`config.mk`:
```
export PLATFORM = sky130hd
export DESIGN_NAME = hazard_stall_ctrl
export DESIGN_NICKNAME = d
export VERILOG_FILES = /design/src/rtl/hazard_stall_ctrl.sv
export SDC_FILE = /design/constraint.sdc
export NUM_CORES = 1
export LEC_CHECK = 0
export ABC_AREA = 1
export CORE_MARGIN = 3
export CORE_UTILIZATION = 50
export DETAILED_ROUTE_END_ITERATION = 6
export PLACE_DENSITY_LB_ADDON = 0.08
export SLEW_MARGIN = 20
export SYNTH_ARGS = -nofsm -noshare
export SYNTH_HDL_FRONTEND = slang
export SYNTH_SLANG_ARGS = --single-unit
```
`constraint.sdc`:
```
create_clock -name clk -period 2.3 [get_ports clk]
set_clock_uncertainty 0.05 [all_clocks]
set_input_delay 0.345 -clock clk [delete_from_list [all_inputs] [get_ports clk]]
set_output_delay 0.345 -clock clk [all_outputs]
set_load 0.05 [all_outputs]
```
`src/rtl/hazard_stall_ctrl.sv`:
```
// ID-stage hazard/stall controller: load-use bubbles, multi-cycle branch flushes,
// memory-busy freezes and a sticky watchdog fault. Outputs are combinational from state + inputs.
module hazard_stall_ctrl #(
  parameter int REG_ADDR_W   = 2,
  parameter int FLUSH_CYCLES = 1,
  parameter int MAX_WAIT     = 15
) (
  input  logic                  clk,
  input  logic                  rst,
  input  logic [REG_ADDR_W-1:0] id_rs,
  input  logic [REG_ADDR_W-1:0] id_rt,
  input  logic                  id_uses_rs,
  input  logic                  id_uses_rt,
  input  logic                  ex_mem_read,
  input  logic [REG_ADDR_W-1:0] ex_rd,
  input  logic                  branch_taken,
  input  logic                  mem_busy,
  output logic                  pc_we,
  output logic                  ifid_we,
  output logic                  ifid_flush,
  output logic                  idex_we,
  output logic                  ctrl_en,
  output logic [7:0]            stall_cnt,
  output logic                  mem_fault
);

  typedef enum logic [1:0] {RUN, FLUSH, MEM_WAIT, FAULT} state_e;

  localparam logic [2:0] FLUSH_LOAD = 3'(FLUSH_CYCLES - 1);
  localparam logic [7:0] WAIT_MAX   = 8'(MAX_WAIT);

  state_e     state_q, state_d, eff_state;
  logic [2:0] flush_q, flush_d;
  logic [7:0] wait_q, wait_d;
  logic [7:0] stall_q, stall_d;
  logic       lu;

  assign lu = ex_mem_read & ((id_uses_rs & (ex_rd == id_rs)) |
                             (id_uses_rt & (ex_rd == id_rt)));

  always_comb begin
    // NOTE: every signal driven here gets a default first, so no path can infer a latch.
    state_d    = state_q;
    flush_d    = flush_q;
    wait_d     = wait_q;
    eff_state  = state_q;
    pc_we      = 1'b1;
    ifid_we    = 1'b1;
    idex_we    = 1'b1;
    ctrl_en    = 1'b1;
    ifid_flush = 1'b0;

    // Leaving MEM_WAIT: this cycle already behaves as the state we return to.
    if (state_q == MEM_WAIT && !mem_busy) begin
      wait_d    = '0;
      eff_state = (flush_q != 3'd0) ? FLUSH : RUN;
      state_d   = eff_state;
    end

    if (eff_state == FAULT) begin
      pc_we   = 1'b0;
      ifid_we = 1'b0;
      idex_we = 1'b0;
      ctrl_en = 1'b0;
    end else if (mem_busy) begin
      pc_we   = 1'b0;
      ifid_we = 1'b0;
      idex_we = 1'b0;
      if (wait_q == WAIT_MAX) begin
        state_d = FAULT;
      end else begin
        wait_d  = wait_q + 8'd1;
        state_d = MEM_WAIT;
      end
    end else if (branch_taken) begin
      ifid_flush = 1'b1;
      ctrl_en    = 1'b0;
      flush_d    = FLUSH_LOAD;
      state_d    = (FLUSH_LOAD != 3'd0) ? FLUSH : RUN;
    end else if (eff_state == FLUSH) begin
      ifid_flush = 1'b1;
      ctrl_en    = 1'b0;
      flush_d    = flush_q - 3'd1;
      state_d    = (flush_d == 3'd0) ? RUN : FLUSH;
    end else if (lu) begin
      pc_we   = 1'b0;
      ifid_we = 1'b0;
      ctrl_en = 1'b0;
    end

    // Reset values must appear without waiting for a clock edge.
    if (rst) begin
      pc_we      = 1'b0;
      ifid_we    = 1'b0;
      idex_we    = 1'b0;
      ctrl_en    = 1'b0;
      ifid_flush = 1'b1;
    end
  end

  always_comb begin
    stall_d = stall_q;
    if (state_q != FAULT && (!ctrl_en || !pc_we) && stall_q != 8'hFF)
      stall_d = stall_q + 8'd1;
  end

  // NOTE: state flops use non-blocking assignments so all registers update together at the edge.
  always_ff @(posedge clk or posedge rst) begin
    if (rst) begin
      state_q <= RUN;
      flush_q <= '0;
      wait_q  <= '0;
      stall_q <= '0;
    end else begin
      state_q <= state_d;
      flush_q <= flush_d;
      wait_q  <= wait_d;
      stall_q <= stall_d;
    end
  end

  assign stall_cnt = stall_q;
  assign mem_fault = (state_q == FAULT);

endmodule

```
==> results.sh, run 1 <==
export IMPL_status="complete, no violations"
export IMPL_synth_ff_type="dfrtp_1"
export IMPL_grt_pass1_wl_um=4740
export IMPL_tightest_slew_ps=496
export IMPL_layout_setup_ws_ps=113
export IMPL_yosysTopAreaCell="dfrtp_1"
export IMPL_cts_buffer_depth=2
export IMPL_maxCapViolations=0
export IMPL_cts_tree="done"
export IMPL_rsz0062_at_grt="false"
export IMPL_diodes=0
export IMPL_ios=27
export IMPL_syn_to_final_growth_pct=28.4
export IMPL_synth_area_leaders="dfrtp_1, nand2_1, nand3_1"
export IMPL_drc=0
export IMPL_hold_violations=0
export IMPL_crit_start="flush_q[0]"
export IMPL_yosysMostFrequentCell="nand2_1"
export IMPL_ff2ff_setup_slack_ps=690
export IMPL_synth_top_family_by_area="simple AND/OR/NAND/NOR gates"
export IMPL_yosys_area_share_adder_pct=4.78
export IMPL_die_y_um=57.2
export IMPL_cp_end_kind="output port"
export IMPL_tns_ps=0
export IMPL_finalCritPeriodShare_pct=95.1
export IMPL_synth_edf_count=0
export IMPL_path_class="reg2out"
export IMPL_syn_area_sq_mm=0.00131
export IMPL_cpPeakStageDelay_ps=420
export IMPL_totalWireLength_um=2700
export IMPL_fmax_ghz=0.457
export IMPL_drive_gt1_share_pct=10.2
export IMPL_gp_congestion=0.783
export IMPL_yosysUniqueCellTypes=26
export IMPL_pre_cts_ws_ps=123
export IMPL_yosysTopAreaCellShare_pct=40.1
export IMPL_grt_max_degree=19
export IMPL_drtAntennaViolNets=0
export IMPL_async_flop_share_pct=100
export IMPL_cts_root_buf="clkbuf_4"
export IMPL_power_density_mw_per_mm2=369
export IMPL_nFillCells=198
export IMPL_rr_endpoint="wait_q[4]"
export IMPL_yosysWarnings=0
export IMPL_gr_total_overflow=0
export IMPL_synthXorXnorAreaFrac_pct=6.69
export IMPL_initial_core_util_pct=56.0
export IMPL_dieArea_sq_mm=0.00327
export IMPL_postCtsSetupRepairBufs=0
export IMPL_ys_seq_area_share_pct=40.1
export IMPL_ys_seq_elements=21
export IMPL_reg2regPathDepth=8
export IMPL_hold_buffers=0
export IMPL_syn_inst=166
export IMPL_core_sq_mm=0.00234
export IMPL_multi_input_area_sq_um=683
export IMPL_die_x_um=57.2
export IMPL_crit_buf_inv=3
export IMPL_cts_htree_levels=1
export IMPL_crit_fanout=4
export IMPL_drv_slew=0
export IMPL_rr_startpoint="wait_q[0]"
export IMPL_setup_violations_final=0
export IMPL_yosys_area_share_simple_pct=32.5
export IMPL_numCtsBuffers=3
export IMPL_fin_crit_ps=2190
export IMPL_nets=215
export IMPL_first_global_vias=1163
export IMPL_crit_arrival_ps=1790
export IMPL_regArea_sq_um=526
export IMPL_critical_path_cell_chain="inv_1 -> ha_1 -> nand2_1 -> nand2_1 -> nand3_2 -> inv_2 -> nand2_1 -> a21oi_1 -> buf_12"
export IMPL_hpwl_um=2120
export IMPL_netlist_top_cells_count="nand2_1, inv_1, nand3_1"
export IMPL_critical_path_most_common_cell="nand2_1"
export IMPL_hold_path_class="in2async"
export IMPL_cellLeakagePower_nw=0.873
export IMPL_max_slew_margin_pct=66.9
export IMPL_syn_area_per_cell_sq_um=7.89
export IMPL_crit_end="ctrl_en"
export IMPL_synth_compound_area_share_pct=7.45
export IMPL_io_buffers=26
export IMPL_rows=17
export IMPL_synthMuxAreaShare_pct=0.764
export IMPL_vias=1145
export IMPL_cts_resized=0
export IMPL_critPathSlowestCell="dfrtp_1"
export IMPL_drt_iter0_drc=21
export IMPL_antenna_found_initial=0
export IMPL_gr_usage_all_layers_pct=17.9
export IMPL_cts_reportedPaths_clkPinSlew_ps=130
export IMPL_path_delay_family="flip-flops"
export IMPL_required_ps=1900
export IMPL_vias_per_cell=5.11
export IMPL_clock_sinks=21
export IMPL_clk_latency_ps=310
export IMPL_syn_nets=184
export IMPL_avgRoutedWirePerCell_um=12.1
export IMPL_drt_pass1_iterations=4
export IMPL_worstSetupStartpointType="flop"
export IMPL_crit_cells=9
export IMPL_vdd_ir_drop_max_mv=0.341
metrics by stage:
step,hold slack (ps),area [sq um],utilization [%],power [W],instances
4_1_cts,334,1680,71.9,0.000624,224
2_1_floorplan,289,1310,-,0.000408,166
3_3_place_gp,432,1660,70.7,0.000442,220
5_1_grt,349,1680,71.9,0.000645,224
3_5_place_dp,452,1660,70.7,0.000443,220
6_report,323,1680,71.9,0.000620,224
power breakdown:
group          switching, W  leakage (nW)  internal [W]
combinational     0.0000318         0.588     0.0000309
clock              0.000117        0.0150     0.0000677
sequential       0.00000164         0.270      0.000371
total              0.000150         0.873      0.000469
flip-flops by register name, indices dropped and copies added (netlist names):
register   flops
stall_cnt      8
wait_q         8
flush_q        3
state_q        2
logic make-up (layout without fill, tap and decap cells):
logic type	after synthesis	count (layout)
multiplexers	1	1
AND/OR/NAND/NOR	88	88
adder cells (fa/ha/maj)	5	5
flip-flops	21	21
buffers and inverters	26	56
XOR/XNOR	10	10
AO/OA/AOI/OAI	15	15
metal layers:
layer / part of all wire (%) / routed length (um) / vias to the layer above / GRT usage (%)
met5: 0 / 0 / - / 0
met4: 0.52 / 14 / 0 / 2.32
met3: 2.8 / 76 / 2 / 4.30
met2: 52 / 1410 / 13 / 33.3
met1: 45 / 1210 / 537 / 21.3
li1: - / - / 593 / -
layout by cell type (no fill, tap or decap):
cell and instances:
buf_4 1, dfrtp_1 21, nand2_2 2, mux2i_1 1, clkdlybuf4s50_1 21, nor3_1 2, nand3_4 1, o22ai_1 3
nand2_1 48, clkbuf_1 1, nor2_8 1, a31oi_4 1, nor3_2 1, nand3_2 1, o21ai_0 7, nand2_4 1
inv_2 2, a21oi_1 3, nand4_1 2, nand3_1 22, nor2_2 1, inv_1 23, o211ai_1 1, xor2_1 6
ha_1 5, or2_0 1, clkbuf_4 3, buf_12 5, xnor2_1 4, nor2_1 5
how the worst min path moves through the flow:
stage	slack [ps]	cells after the start	end
after floorplan	290	1	flush_q[0]
after global placement	430	1	wait_q[7]
after detailed placement	450	1	wait_q[6]
after CTS	330	2	flush_q[2]
after global routing	350	2	flush_q[2]
final	320	2	flush_q[2]
area by class of cell:
cell class | count | area share, %
clock buffers | 4 | 1.56
flip-flops and latches | 21 | 31.3
inverters | 25 | 5.58
well taps | 28 | 2.08
repair buffers | 27 | 18.9
multi-input cells | 119 | 40.6
No activity file was read; power rests on OpenSTA's default activity.
==> run 2, diff against run 1 <==
--- a/config.mk
+++ b/config.mk
@@ -8,6 +8,7 @@
 export ABC_AREA = 1
 export CORE_MARGIN = 3
 export CORE_UTILIZATION = 50
+export CTS_CLUSTER_SIZE = 30
 export DETAILED_ROUTE_END_ITERATION = 6
 export PLACE_DENSITY_LB_ADDON = 0.08
 export SLEW_MARGIN = 20
==> results of run 2 <==
Same layout as run 1: the final DEF is identical, and so are final timing and power.
==> run 3, diff against run 2 <==
--- a/config.mk
+++ b/config.mk
@@ -10,6 +10,7 @@
 export CORE_UTILIZATION = 50
 export CTS_CLUSTER_SIZE = 30
 export DETAILED_ROUTE_END_ITERATION = 6
+export MAX_ROUTING_LAYER = met4
 export PLACE_DENSITY_LB_ADDON = 0.08
 export SLEW_MARGIN = 20
 export SYNTH_ARGS = -nofsm -noshare
==> constraint.sdc (replaced) <==
create_clock -name clk -period 2.7 [get_ports clk]
set_clock_uncertainty 0.05 [all_clocks]
set_input_delay 0.405 -clock clk [delete_from_list [all_inputs] [get_ports clk]]
set_output_delay 0.405 -clock clk [all_outputs]
set_load 0.05 [all_outputs]
==> run 3 against run 2 <==
Combinational power fell by 15%. Wire length up 0.22%. Via count grew 1.7%. Utilization is 0.48 points lower. Hold slack better by 89 ps. Count of clock-buffer cells in the layout shrank 1. Die area is the same. Critical path depth unchanged. Total power fell by 15%. Critical path type is now in2out. Critical endpoint unchanged. Largest power group unchanged.
==> results.sh, run 3 (synthesis gave the netlist of run 1 again) <==
export IMPL_grt_pass1_wl_um=4800
export IMPL_cts_tree="done"
export IMPL_diodes=0
export IMPL_tns_ps=0
export IMPL_required_ps=2250
export IMPL_hpwl_um=2140
export IMPL_crit_arrival_ps=1850
export IMPL_nets=215
export IMPL_dieArea_sq_mm=0.00327
export IMPL_clk_latency_ps=310
export IMPL_rr_startpoint="wait_q[0]"
export IMPL_drive_gt1_share_pct=10.7
export IMPL_setup_violations_final=0
export IMPL_final_common_cell="nand2_1"
export IMPL_path_class="in2out"
export IMPL_initial_core_util_pct=56.0
export IMPL_power_density_mw_per_mm2=314
export IMPL_tightest_slew_ps=512
export IMPL_grt_max_degree=19
export IMPL_core_sq_mm=0.00234
export IMPL_gr_usage_all_layers_pct=19.0
export IMPL_cts_buffer_depth=2
export IMPL_cts_htree_levels=1
export IMPL_drc=0
export IMPL_max_slew_margin_pct=65.7
export IMPL_die_y_um=57.2
export IMPL_crit_fanout=3
export IMPL_drt_iter0_drc=54
export IMPL_multi_input_area_sq_um=683
export IMPL_clock_sinks=21
export IMPL_drt_pass1_iterations=4
export IMPL_die_x_um=57.2
export IMPL_layout_common_cells="nand2_1, inv_1, nand3_1"
export IMPL_cellLeakagePower_nw=0.873
export IMPL_avgRoutedWirePerCell_um=12.1
export IMPL_cp_end_kind="output port"
export IMPL_worstSetupStartpointType="input port"
export IMPL_cts_root_buf="clkbuf_4"
export IMPL_vias=1165
export IMPL_ios=27
export IMPL_gp_congestion=0.782
export IMPL_rsz0062_at_grt="false"
export IMPL_postCtsSetupRepairBufs=0
export IMPL_crit_end="ctrl_en"
export IMPL_hold_path_class="in2async"
export IMPL_regArea_sq_um=526
export IMPL_first_global_vias=1134
export IMPL_syn_to_final_growth_pct=27.5
export IMPL_finalCritPeriodShare_pct=85.4
export IMPL_rows=17
export IMPL_cts_reportedPaths_clkPinSlew_ps=110
export IMPL_vdd_ir_drop_max_mv=0.331
export IMPL_totalWireLength_um=2710
export IMPL_maxCapViolations=0
export IMPL_antenna_found_initial=0
export IMPL_numCtsBuffers=3
export IMPL_vias_per_cell=5.20
export IMPL_crit_start="ex_rd[0]"
export IMPL_status="complete, no violations"
export IMPL_hold_violations=0
export IMPL_fmax_ghz=0.434
export IMPL_drtAntennaViolNets=0
export IMPL_hold_buffers=0
export IMPL_ff2ff_setup_slack_ps=1090
export IMPL_fin_crit_ps=2300
export IMPL_reg2regPathDepth=8
export IMPL_post_route_util_pct=71.4
export IMPL_io_buffers=26
export IMPL_rr_endpoint="wait_q[2]"
export IMPL_gr_total_overflow=0
export IMPL_nFillCells=195
export IMPL_cts_resized=0
export IMPL_drv_slew=0
[run 3: changes by cell type in the layout (fill, tap and decap cells not counted)]
cell | previous run | this run
buf_4 | 1 | 2
buf_12 | 5 | 4
clkbuf_1 | 1 | 0
clkinv_2 | 0 | 1
[run 3: power breakdown]
part | switching [W] | internal (W)
logic | 0.0000268 | 0.0000263
registers | 0.00000148 | 0.000316
clock network | 0.0000988 | 0.0000553
[run 3: worst min-delay path by stage]
stage,end,slack (ps),cells after the start
finish,flush_q[1],410,2
global route,flush_q[1],400,2
CTS,flush_q[1],400,2
detailed placement,wait_q[7],460,1
global placement,wait_q[7],430,1
floorplan,flush_q[0],350,1
[run 3: stage by stage]
| stage | hold WS (ps) | power (W) | setup slack [ps] | cells | area [sq um] |
|---|---|---|---|---|---|
| floorplan | 349 | 0.000348 | 472 | 166 | 1310 |
| global placement | 433 | 0.000376 | 430 | 220 | 1640 |
| detailed placement | 457 | 0.000377 | 386 | 220 | 1640 |
| CTS | 400 | 0.000532 | 387 | 224 | 1670 |
| global route | 398 | 0.000553 | 295 | 224 | 1670 |
| finish | 413 | 0.000525 | 395 | 224 | 1670 |
[run 3: cell type report]
| cell class | count | share of cell area [%] |
|---|---|---|
| Inverter | 25 | 5.62 |
| Clock inverter | 1 | 0.300 |
| Tap cell | 28 | 2.10 |
| Sequential cell | 21 | 31.5 |
| Clock buffer | 3 | 1.35 |
| Multi-Input combinational cell | 119 | 40.9 |
| Timing Repair Buffer | 27 | 18.3 |
[run 3: metal layers]
layer	up-vias	part of all wire (%)	track usage (%)
met5	-	0	-
met4	0	1.3	6.95
met1	533	45	23.9
li1	597	-	-
met3	8	2.7	3.39
met2	27	51	30.7
[run 3: worst max-delay path, cell delays in order]
cell             delay [ps]
clkdlybuf4s50_1         480
inv_1                    60
or2_0                   200
nand3_1                  80
nand2_1                  60
nand2_2                  90
nand2_1                  60
a21oi_1                 240
buf_12                  180
